--- src/rtl/key_shift_loader.sv ---
// Serial key loader: assembles a LSB-first key in a shadow register and commits it atomically to key_out.
// Optional trailing even-parity beat is compiled in when KEY_PARITY_EN is defined.
module key_shift_loader #(
  parameter int KEY_W   = 8,
  parameter bit LOCK_EN = 1'b1
) (
  input  logic             clk,
  input  logic             rst_n,
  input  logic             load_start,
  input  logic             sdata,
  input  logic             svalid,
  output logic             sready,
  input  logic             lock_req,
  output logic [KEY_W-1:0] key_out,
  output logic             key_valid,
  output logic             busy,
  output logic             locked,
  output logic             err
);

  localparam int CNT_W = $clog2(KEY_W + 1);

  typedef enum logic [1:0] {
    IDLE,
    SHIFT
`ifdef KEY_PARITY_EN
    , CHECK
`endif
  } state_t;

  state_t             state_reg;
  logic [CNT_W-1:0]   count_reg;
  logic [KEY_W-1:0]   shadow_reg;
  logic [KEY_W-1:0]   key_reg;
  logic [KEY_W-1:0]   commit_key;
  logic               key_valid_reg;
  logic               locked_reg;
  logic               in_load;
  logic               beat;
  logic               start_ok;
  logic               shift_beat;
  logic               last_beat;

  assign in_load    = (state_reg != IDLE);
  assign sready     = in_load;
  assign busy       = in_load;
  assign beat       = svalid & in_load;
  // Once locked the FSM can only sit in IDLE, so gating here covers every state.
  assign start_ok   = load_start & ~locked_reg;
  assign shift_beat = (state_reg == SHIFT) & beat & ~load_start;
  assign last_beat  = shift_beat & (count_reg == CNT_W'(KEY_W - 1));

  // Final key bit is taken straight from sdata so the commit needs no extra cycle.
  always_comb begin
    commit_key            = shadow_reg;
    commit_key[KEY_W-1]   = sdata;
  end

  genvar gi;
  generate
    for (gi = 0; gi < KEY_W; gi++) begin : g_shadow
      always_ff @(posedge clk or negedge rst_n) begin
        if (!rst_n) begin
          shadow_reg[gi] <= 1'b0;
        end else if (start_ok) begin
          shadow_reg[gi] <= 1'b0;
        end else if (shift_beat && (count_reg == CNT_W'(gi))) begin
          shadow_reg[gi] <= sdata;
        end
      end
    end
  endgenerate

`ifdef KEY_PARITY_EN
  logic err_reg;
  assign err = err_reg;
`else
  assign err = 1'b0;
`endif

  always_ff @(posedge clk or negedge rst_n) begin
    if (!rst_n) begin
      state_reg     <= IDLE;
      count_reg     <= '0;
      key_reg       <= '0;
      key_valid_reg <= 1'b0;
      locked_reg    <= 1'b0;
`ifdef KEY_PARITY_EN
      err_reg       <= 1'b0;
`endif
    end else begin
      case (state_reg)
        IDLE: begin
          if (start_ok) begin
            state_reg     <= SHIFT;
            count_reg     <= '0;
            key_valid_reg <= 1'b0;
`ifdef KEY_PARITY_EN
            err_reg       <= 1'b0;
`endif
          end else if (LOCK_EN && lock_req && key_valid_reg) begin
            locked_reg <= 1'b1;
          end
        end
        SHIFT: begin
          if (load_start) begin
            count_reg <= '0;
`ifdef KEY_PARITY_EN
            err_reg   <= 1'b0;
`endif
          end else if (beat) begin
            count_reg <= count_reg + 1'b1;
            if (last_beat) begin
`ifdef KEY_PARITY_EN
              state_reg <= CHECK;
`else
              state_reg     <= IDLE;
              key_reg       <= commit_key;
              key_valid_reg <= 1'b1;
`endif
            end
          end
        end
`ifdef KEY_PARITY_EN
        CHECK: begin
          if (load_start) begin
            state_reg <= SHIFT;
            count_reg <= '0;
            err_reg   <= 1'b0;
          end else if (beat) begin
            state_reg <= IDLE;
            if (((^shadow_reg) ^ sdata) == 1'b0) begin
              key_reg       <= shadow_reg;
              key_valid_reg <= 1'b1;
              err_reg       <= 1'b0;
            end else begin
              err_reg <= 1'b1;
            end
          end
        end
`endif
        default: state_reg <= IDLE;
      endcase
    end
  end

  assign key_out   = key_reg;
  assign key_valid = key_valid_reg;
  assign locked    = locked_reg;

endmodule
--- config.mk ---
export PLATFORM = sky130hd
export DESIGN_NAME = key_shift_loader
export DESIGN_NICKNAME = d
export VERILOG_FILES = /design/src/rtl/key_shift_loader.sv
export SDC_FILE = /design/constraint.sdc
export NUM_CORES = 1
export LEC_CHECK = 0
export ABC_CLOCK_PERIOD_IN_PS = 2150
export CORE_UTILIZATION = 50
export CTS_BUF_LIST = sky130_fd_sc_hd__clkbuf_8
export DETAILED_ROUTE_END_ITERATION = 8
export PLACE_DENSITY = 0.77
export SYNTH_ARGS = -nofsm -noshare
export SYNTH_HDL_FRONTEND = slang
export SYNTH_SLANG_ARGS = --single-unit
--- constraint.sdc ---
create_clock -name clk -period 2.15 [get_ports clk]
set_input_delay 0.3225 -clock clk [delete_from_list [all_inputs] [get_ports clk]]
set_output_delay 0.3225 -clock clk [all_outputs]
set_load 0.01 [all_outputs]
==> flow_summary.ini <==
[cells_and_area]
final_nets = 121
largest_register_ffs = 8
final_cells = 136
area_growth_pct = 19.9
num-fill-cells = 161
finish.utilization_pct = 65.6
diodes = 0
drive_gt1_share_pct = 21.1

[sta]
setup_viol_count_final = 0
finalHoldViolCount = 0
fin_setup_tns_ns = 0
slew_viol_final = 0
fmax_ghz = 0.566
min_period_over_period_pct = 82.1
timing.hold.ws_ns = 0.410
skew_ns = 0.00370
layout_min_cycle_time_ns = 1.77
rsz0062_at_grt = false

[yosys]
ys_async_sr_fraction_pct = 100
synth.top_cell.area_share_pct = 50.3
yosys-top-cells-count = dfrtp_1, nand2_1, mux2_2
yosys_warnings = 0
synth_top_area_cell = dfrtp_1
ys_types = 27
synth_edf_count = 0
syn_nets = 102
syn_area_per_cell_um2 = 11.9
seq_area_frac_synth_pct = 50.3
ys_top_cells_by_area = dfrtp_1, mux2_2, mux2i_1, ha_1, nand2_1
synth_cells = 92
synth_ff_type = dfrtp_1
yosysMostFrequentCell = dfrtp_1
synth_area_um2 = 1090
ys_ff_latch = 22

[drt]
route.antenna.remaining_nets = 0
wl_per_cell_um = 13.3
vias = 722
dr.pass1.iters = 4
drc = 0
drt_iter0_drc = 5
drt_wl_total_um = 1820
vias_per_cell = 5.31

[die]
chipWidth_um = 48.8
die-area_um2 = 2380
start_util_pct = 54.7
ioPinCount = 19
rows = 16
core_um2 = 2000
die_y_um = 48.8

[cts]
clockBufferDepth = 2
path_clk_slew_ns = 0.07
cts_buffers = 3
holdBufCountCts = 0
cts_sinks = 22
cts_tree = built
post_cts_resize_count = 0
cts_post_setup_buffers_inserted = 0
ctsHtreeMaxLevel = 1
clk_latency_ns = 0.26
ctsRootBufferMaster = clkbuf_8

[placement]
dp.cells = 133
portBuffers = 17
dpl.hpwl_um = 1250
finalWeightedCongestion = 0.772

[worst_setup_path]
r2r-end = key_out[6]
r2r_slack_ns = 0.45
ff2ff_path_depth = 5
slowest_delay_ns = 0.61
crit_arrival_ns = 1.44
crit_slowest_cell = clkdlybuf4s50_1
critical_path_class = reg2out
crit_buf_inv = 1
timing.rr.start = count_reg[1]
crit_required_ns = 1.83
crit_family = buffers and inverters
path_cells = clkdlybuf4s50_1
crit_fanout = 11
end_kind = primary output
cp-start-kind = flop

[global_route]
met3_usage_pct = 6.54
busiest_layer = met2
track_usage_pct = 18.6
grt_pass1_wl_um = 3350
use_met2_pct = 29.4
grt_util_met1_pct = 23.9
grt_pass1_vias = 771
antenna_found_initial = 0
grt_remaining_overflow = 0
grt_max_degree = 23

[pwr]
power_density_nw_per_um2 = 555
peakVddDrop_mv = 0.523
leakagePower_nw = 0.661

[hold_path]
hold_path.class = in2async

[flow_run]
maxCapViolCount = 0

[outcome]
status = finished clean
==> metal layers <==
layer,routed length [um],vias to the layer above
li1,-,350
met1,810,358
met2,929,12
met3,69,2
met4,6,0
met5,0,-
==> per-stage QoR <==
stage               area [um^2]  worst slack (ns)  total power, mW
global route               1310             0.309            0.763
floorplan                  1090             0.645            0.469
detailed placement         1270             0.250            0.493
global placement           1270             0.293            0.492
CTS                        1310             0.366            0.739
finish                     1310             0.384            0.728
==> worst max-delay path by stage <==
stage                       to         start  depth (start not counted)  slack [ns]
finish                    busy  state_reg[0]                          1        0.38
global route            sready  state_reg[0]                          1        0.31
CTS                       busy  state_reg[0]                          1        0.37
detailed placement  key_out[3]    load_start                          5        0.25
global placement    key_out[2]    load_start                          5        0.29
floorplan           key_out[7]  count_reg[0]                          5        0.64
==> placed cells by master (no fill, tap or decap), types with 2 or more instances in the layout <==
cell	netlist	final
dfrtp_1	22	22
clkdlybuf4s50_1	0	17
nand2_1	10	10
mux2_2	9	9
mux2i_1	7	7
nand3_1	5	5
nand4_1	4	4
ha_1	4	4
buf_4	4	4
inv_1	3	3
o21ai_0	3	3
clkbuf_8	0	3
nor2b_1	2	2
nor2_1	2	2
a21oi_1	2	2
==> cell families after synthesis <==
kind of cell             count (synthesis)  share of synthesized area (%)
buffers and inverters                   10                           6.29
other                                    1                          0.343
flip-flops                              22                           50.3
multiplexers                            16                           15.7
AO/OA/AOI/OAI                            9                           5.37
AND/OR/NAND/NOR                         30                           17.5
adder cells (fa/ha/maj)                  4                           4.57
==> power by group <==
part           switching (mW)  internal (mW)
clock                   0.118          0.125
sequential            0.00587          0.419
combinational          0.0337         0.0272
==> area by class of cell <==
type	instances	area [um^2]	area share, %
multi-input cells	60	475	36.2
repair buffers	21	200	15.3
well taps	27	33.8	2.57
clock buffers	3	41.3	3.15
flip-flops and latches	22	551	41.9
inverters	3	11.3	0.858
Power figures use the tool's default switching activity.
